<file path="config.mk">
export PLATFORM = sky130hd
export DESIGN_NAME = div_unit
export DESIGN_NICKNAME = d
export VERILOG_FILES = /design/src/rtl/rv_pkg.sv /design/src/rtl/div_unit.sv
export SDC_FILE = /design/constraint.sdc
export NUM_CORES = 1
export LEC_CHECK = 0
export CAP_MARGIN = 5
export CORE_UTILIZATION = 60
export CTS_CLUSTER_DIAMETER = 50
export DETAILED_ROUTE_END_ITERATION = 8
export PLACE_DENSITY = 0.83
export SETUP_SLACK_MARGIN = 0.15
export SYNTH_ARGS = -nofsm -noshare
export SYNTH_HDL_FRONTEND = slang
export SYNTH_SLANG_ARGS = --single-unit
</file>
<file path="constraint.sdc">
create_clock -name clk -period 6.3 [get_ports clk]
set_clock_uncertainty 0.15 [all_clocks]
set_input_delay 1.89 -clock clk [delete_from_list [all_inputs] [get_ports clk]]
set_output_delay 1.89 -clock clk [all_outputs]
set_load 0.005 [all_outputs]
</file>
<file path="src/rtl/rv_pkg.sv">
// Shared core package: ALU and M-extension opcode types plus the divider's
// operation encoding and iteration count.
package rv_pkg;

  localparam int CORE_XLEN = 32;
  localparam int DIV_ITERS = CORE_XLEN;

  typedef enum logic [3:0] {
    ALU_ADD  = 4'd0,
    ALU_SUB  = 4'd1,
    ALU_SLL  = 4'd2,
    ALU_SLT  = 4'd3,
    ALU_SLTU = 4'd4,
    ALU_XOR  = 4'd5,
    ALU_SRL  = 4'd6,
    ALU_SRA  = 4'd7,
    ALU_OR   = 4'd8,
    ALU_AND  = 4'd9
  } alu_op_e;

  typedef enum logic [2:0] {
    M_MUL    = 3'd0,
    M_MULH   = 3'd1,
    M_MULHSU = 3'd2,
    M_MULHU  = 3'd3,
    M_DIV    = 3'd4,
    M_DIVU   = 3'd5,
    M_REM    = 3'd6,
    M_REMU   = 3'd7
  } mext_op_e;

  typedef enum logic [1:0] {
    DIV_OP_DIV  = 2'b00,
    DIV_OP_DIVU = 2'b01,
    DIV_OP_REM  = 2'b10,
    DIV_OP_REMU = 2'b11
  } div_op_e;

endpackage

</file>
<file path="src/rtl/div_unit.sv">
// Iterative restoring divider for the EXE stage: one quotient bit per cycle,
// with divide-by-zero and signed overflow resolved in a single cycle.
//
// state  | meaning
// S_IDLE | waiting for start; special cases finish straight from here
// S_CALC | one shift-subtract step per cycle, DIV_ITERS cycles
// S_DONE | result valid, done pulses for this one cycle
module div_unit
  import rv_pkg::*;
#(
  parameter int XLEN = 32
) (
  input  logic            clk,
  input  logic            rst,
  input  logic            start,
  input  logic [1:0]      op,
  input  logic [XLEN-1:0] opa,
  input  logic [XLEN-1:0] opb,
  input  logic            flush,
  output logic            busy,
  output logic            done,
  output logic [XLEN-1:0] result
);

  typedef enum logic [1:0] {
    S_IDLE = 2'd0,
    S_CALC = 2'd1,
    S_DONE = 2'd2
  } state_e;

  state_e          state_q, state_d;
  logic [5:0]      cnt_q;
  div_op_e         op_q;
  logic            sign_a_q, sign_b_q;
  logic [XLEN-1:0] quo_q, rem_q, dvs_q, result_q;

  div_op_e         op_in;
  logic            accept, in_signed, in_rem;
  logic            a_neg, b_neg, div_zero, overflow, special;
  logic [XLEN-1:0] mag_a, mag_b, special_res;

  assign op_in     = div_op_e'(op);
  assign accept    = (state_q == S_IDLE) && start && !flush;
  assign in_signed = (op_in == DIV_OP_DIV) || (op_in == DIV_OP_REM);
  assign in_rem    = (op_in == DIV_OP_REM) || (op_in == DIV_OP_REMU);
  assign a_neg     = in_signed && opa[XLEN-1];
  assign b_neg     = in_signed && opb[XLEN-1];
  assign mag_a     = a_neg ? -opa : opa;
  assign mag_b     = b_neg ? -opb : opb;
  assign div_zero  = (opb == '0);
  assign overflow  = in_signed && (opa == {1'b1, {(XLEN-1){1'b0}}}) && (opb == '1);
  assign special   = div_zero || overflow;

  // overflow: dividend is the most negative value, so it doubles as the quotient
  always_comb begin
    special_res = '0;
    if (div_zero) special_res = in_rem ? opa : '1;
    else          special_res = in_rem ? '0 : opa;
  end

  // Dividend magnitude is shifted out of quo_q as quotient bits shift in.
  logic [XLEN:0]   rem_shift, diff;
  logic            fit;
  logic [XLEN-1:0] rem_n, quo_n, q_fin, r_fin, fin_res;

  always_comb begin
    rem_shift = {rem_q, quo_q[XLEN-1]};
    diff      = rem_shift - {1'b0, dvs_q};
    fit       = ~diff[XLEN];
    rem_n     = fit ? diff[XLEN-1:0] : rem_shift[XLEN-1:0];
    quo_n     = {quo_q[XLEN-2:0], fit};
    q_fin     = (sign_a_q ^ sign_b_q) ? -quo_n : quo_n;
    r_fin     = sign_a_q ? -rem_n : rem_n;
    fin_res   = ((op_q == DIV_OP_REM) || (op_q == DIV_OP_REMU)) ? r_fin : q_fin;
  end

  always_ff @(posedge clk) begin
    if (rst) state_q <= S_IDLE;
    else     state_q <= state_d;
  end

  always_comb begin
    state_d = state_q;
    case (state_q)
      S_IDLE: if (accept) state_d = special ? S_DONE : S_CALC;
      S_CALC: begin
        if (flush)             state_d = S_IDLE;
        else if (cnt_q == 6'd1) state_d = S_DONE;
      end
      S_DONE:  state_d = S_IDLE;
      default: state_d = S_IDLE;
    endcase
  end

  always_comb begin
    busy   = accept || (state_q == S_CALC);
    done   = (state_q == S_DONE);
    result = result_q;
  end

  always_ff @(posedge clk) begin
    if (rst) begin
      cnt_q    <= '0;
      op_q     <= DIV_OP_DIV;
      sign_a_q <= 1'b0;
      sign_b_q <= 1'b0;
      quo_q    <= '0;
      rem_q    <= '0;
      dvs_q    <= '0;
      result_q <= '0;
    end else if (accept) begin
      op_q     <= op_in;
      sign_a_q <= a_neg;
      sign_b_q <= b_neg;
      quo_q    <= mag_a;
      rem_q    <= '0;
      dvs_q    <= mag_b;
      cnt_q    <= 6'(DIV_ITERS);
      if (special) result_q <= special_res;
    end else if (state_q == S_CALC && !flush) begin
      quo_q <= quo_n;
      rem_q <= rem_n;
      cnt_q <= cnt_q - 6'd1;
      if (cnt_q == 6'd1) result_q <= fin_res;
    end
  end

endmodule

</file>
# After elaboration in Yosys (flattened, before gate mapping)
# Cells that the tools add are included.
# classes
add_sub_neg	6
mul	0
n_div	0
magnitude_cmp	0
eq_ne	12
shift	0
n_mux	22
n_bitwise	2
reduce_logical	21
# ops
operator	count
$mux 32	15
$neg 32->32	4
$eq 32x32->1 const B	2
$sub 33x32->33	1
$logic_not 32->1	1
$mux 6	2
$eq 2x2->1 const B	5
$mux 2	4
$logic_and 1x1->1	7
$eq 6x1->1 const B	1
$sub 6x1->6 const B	1
$logic_or 1x1->1	5
$logic_not 2->1	2
$pmux 2 s2	1
$reduce_bool 2->1	2
$ne 3x3->1 const B	1
$reduce_and 3->1	1
$eq 2x1->1 const B	1
$ne 2x1->1 const B	1
$ne 2x2->1 const B	1
$reduce_and 2->1	1
$reduce_or 2->1	1
$logic_not 1->1	1
$not 1->1	1
$xor 1x1->1	1
# totals
ff_bits	140
latchBits	0
ramBits	0
mem_bits_ro	0
input_bits	70
out_inout_bits	34
elab_cells	73
n_memories	0

# Depth between registers and ports, before layout
# depth
depth_word	8
depth_mapped	25
ltp_nobuf	23

# Least setup slack after synthesis
# No wires, ideal clock.
# synth_timing
path_kind	input-to-output
start	in flush
end	out busy
t_arrival_ns	2.995
required_time_ns	4.260
setup_slack_ns	1.265
stages	6
n_path_buf	3
path_cell_list	nor2_1 -> nand3_1 -> clkbuf_1 -> clkbuf_1 -> buf_1 -> o21ai_0
# synth_between
elab_chain_cells	3
# synth_rtl
item	line_no	text
start, declared	div_unit.sv:19	input logic flush,
$logic_not 1->1	div_unit.sv:43	assign accept = (state_q == S_IDLE) && start && !flush;
$logic_and 1x1->1	div_unit.sv:43	
$logic_or 1x1->1	div_unit.sv:96	busy = accept || (state_q == S_CALC);
end, declared	div_unit.sv:20	output logic busy,
# No other way between the ends.

# Final worst setup path
# layout_timing
start	in opb[8]
end	reg result_q[31], in the netlist result[31]
# layout_between
elab_chain_cells	5
word_cells_on_any_way	9
# layout_rtl
item	line_no	text
start, declared	div_unit.sv:18	input logic [XLEN-1:0] opb,
$eq 32x32->1	div_unit.sv:51	assign overflow = in_signed && (opa == {1'b1, {(XLEN-1){1'b0}}}) && (opb == '1);
$logic_and 1x1->1	div_unit.sv:51	
$logic_or 1x1->1	div_unit.sv:52	assign special = div_zero || overflow;
$ne 2x1->1 (no line)	--	
$reduce_and 3->1 (no line)	--	
end signal, assigned	div_unit.sv:119	if (special) result_q <= special_res;
end signal, assigned	div_unit.sv:124	if (cnt_q == 6'd1) result_q <= fin_res;
end, declared	div_unit.sv:35	logic [XLEN-1:0] quo_q, rem_q, dvs_q, result_q;
# Parallel ways exist; a longest one is shown, timed or not. The select of a mux whose other input is x is not followed.
# A chain may end at the register's enable or synchronous reset.

==> reports/qor.yml <==
drive_gt1_frac: 0.06630
tritoncts: "built"
startpoint: "opb[8]"
gp_congestion: 0.9635
holdCritPathClass: "flop to flop"
crit_required_ns: 6.46
path_class: "primary input to flop"
syn_area_mm2: 0.01162
met1_length_um: 15790
ys_warn_count: 0
num-fill-cells: 1618
grt_pass1_wl_um: 60920
fin_total_pwr_mw: 3.018
dpl.hpwl_um: 28330
reg2reg_from: "quo_q[31]"
die_x_um: 141.2
status: "finished, violations left"
port-buffer-count: 103
clk_pin_slew_ns: 0.06
syn_inst: 1567
crit_arrival_ns: 5.71
fin_area_mm2: 0.01336
async_reset_ff_frac: 0
worstSetupEndpointType: "flop"
hold_buffers: 0
start_util: 0.6173
routed.top_layer: "met4"
clock_sinks: 139
clk_latency_ns: 0.44
dp_slack_ns: 0.4693
p_per_area_mw_per_mm2: 225.8
finalNonFillerCells: 1889
die_h_um: 141.2
worst_pin_slew_ns: 1.121
place_area_mm2: 0.01279
fin_crit_sh: 0.8809
die-area_mm2: 0.01993
via_per_inst: 6.662
dp_cells: 1857
final_util: 0.7096
wl_met3_um: 3869
wl_per_cell_um: 20.32
num_vias: 12580
violations: "DRC"
synth-edff-count: 0
syn_nets: 1677
grt_max_degree: 95
synth-seq-cells: 139
hp-start: "dvs_q[31]"
first_global_vias: 11620
maxCapViolCount: 0
hold_viol: 0
core_mm2: 0.01883
grt_overflow: 0
ir_worst_vdd_uv: 213.5
slew_headroom: 0.2526
cts_resized: 0
synth_area_per_cell_um2: 7.418
antenna_found_initial: 0
fin_nets: 1726
rsz0062_at_grt: "false"
setup_viol: 0
io_pins: 104
cts_root_buffer: "clkbuf_16"
startpoint_type: "primary input"
cp_max_fo: 10
syn_to_final_growth_pct: 14.95
drtIter0Drc: 1579
ys_types: 89
cts.htree.levels: 4
layout_setup_ws_ns: 0.7501
track_usage: 0.3871
diodes: 0
postCtsSetupBuffers: 0
fmaxAchievable_mhz: 180.2
power_leakage_nw: 4.826
wl_um: 38380
drc: 1
hold_ws_ns: 0.3160
fp-row-count: 50
finalSetupTns_ns: 0
drtAntennaViolNets: 0
dr_wl_met2_um: 17390
slew_viol_final: 0
period_needed_ns: 5.550
ys_seq_area_frac: 0.2394
drtPass1Iterations: 8
ys.flop_type: "dfxtp_1"
cts.path.max_buffers: 2
cts_buffers: 17
## worst max-delay path: stages
cell             delay, ns
clkdlybuf4s50_1       0.50
or4_1                 0.62
nor4_1                0.61
nand4_1               0.38
nor4_4                0.28
inv_2                 0.13
o41ai_1               0.11
a21oi_2               0.23
a211oi_1              0.23
o311ai_0              0.15
a2111oi_0             0.51
nor2_1                0.07
## sequential cells by signal (all words and copies together), names as in the netlist
| register | flops |
|---|---|
| sign_a_q | 1 |
| dvs_q | 32 |
| rem_q | 32 |
| sign_b_q | 1 |
| op_q | 1 |
| state_q | 2 |
| quo_q | 32 |
| result | 32 |
| cnt_q | 6 |
## synth_stat cells, types with 23 or more instances
master,n,area share
nor2_1,199,0.064
xor2_1,59,0.044
a311oi_1,35,0.026
dfxtp_1,139,0.24
inv_1,54,0.017
nand3_1,24,0.010
nor4_1,23,0.012
mux2i_1,27,0.023
a211oi_1,66,0.043
nand2_1,170,0.055
nor3_1,52,0.022
ha_1,39,0.042
clkbuf_1,69,0.022
xnor2_1,73,0.055
a21oi_1,100,0.043
maj3_1,23,0.020
o21ai_0,78,0.034
## logic make-up (layout without fill, tap and decap cells)
kind of cell	Yosys count	in the layout	share of synthesized area
simple gates	586	586	0.2374
fa+ha+maj	63	63	0.06351
mux	32	32	0.02809
flops	139	139	0.2394
buf+inv	157	219	0.05339
xor+xnor	132	132	0.09946
compound gates	458	458	0.2788
## where the power goes
| group | switching (mW) | total (mW) | internal (mW) | leakage [nW] |
|---|---|---|---|---|
| Combinational | 0.670 | 1.07 | 0.396 | 3.42 |
| Sequential | 0.0500 | 0.969 | 0.919 | 1.13 |
| Clock | 0.434 | 0.983 | 0.549 | 0.276 |
| Total | 1.15 | 3.02 | 1.86 | 4.83 |
## worst paths after layout
path | slack [ns] | cells after the start | endpoint
min | 0.32 | 2 | dvs_q[31]
max reg2reg | 0.82 | 21 | result[30]
max | 0.75 | 12 | result[31]
min reg2reg | 0.32 | 2 | dvs_q[31]
## cell type report
class	instances	area, um2	area share
Timing Repair Buffer	129	1221	0.09139
Clock buffer	17	425.4	0.03184
Inverter	58	217.7	0.01629
Tap cell	260	325.3	0.02435
Sequential cell	139	2783	0.2083
Multi-Input combinational cell	1271	8248	0.6173
Clock inverter	15	141.4	0.01058
## placed cells by master (no fill, tap or decap), drive strengths merged, types with 21 or more instances in the layout
master / Yosys / routed
a311oi: 35 / 35
dfxtp: 139 / 139
mux2i: 27 / 27
o21ai: 83 / 83
or3: 21 / 21
buf: 30 / 27
xnor2: 73 / 73
nor3: 52 / 52
nor4: 25 / 25
ha: 39 / 39
xor2: 59 / 59
inv: 57 / 61
clkdlybuf4s50: 0 / 102
a211oi: 69 / 69
nor2: 200 / 200
o31ai: 21 / 21
nand2: 170 / 170
a21oi: 106 / 106
maj3: 23 / 23
nand3: 25 / 25
## metal layers
metal,vias to the layer above,global-route usage
li1,5860,-
met1,5864,0.5144
met2,742,0.6136
met3,118,0.07575
met4,0,0.1562
met5,-,0
Note: power is estimated with default switching activity, not from simulation.
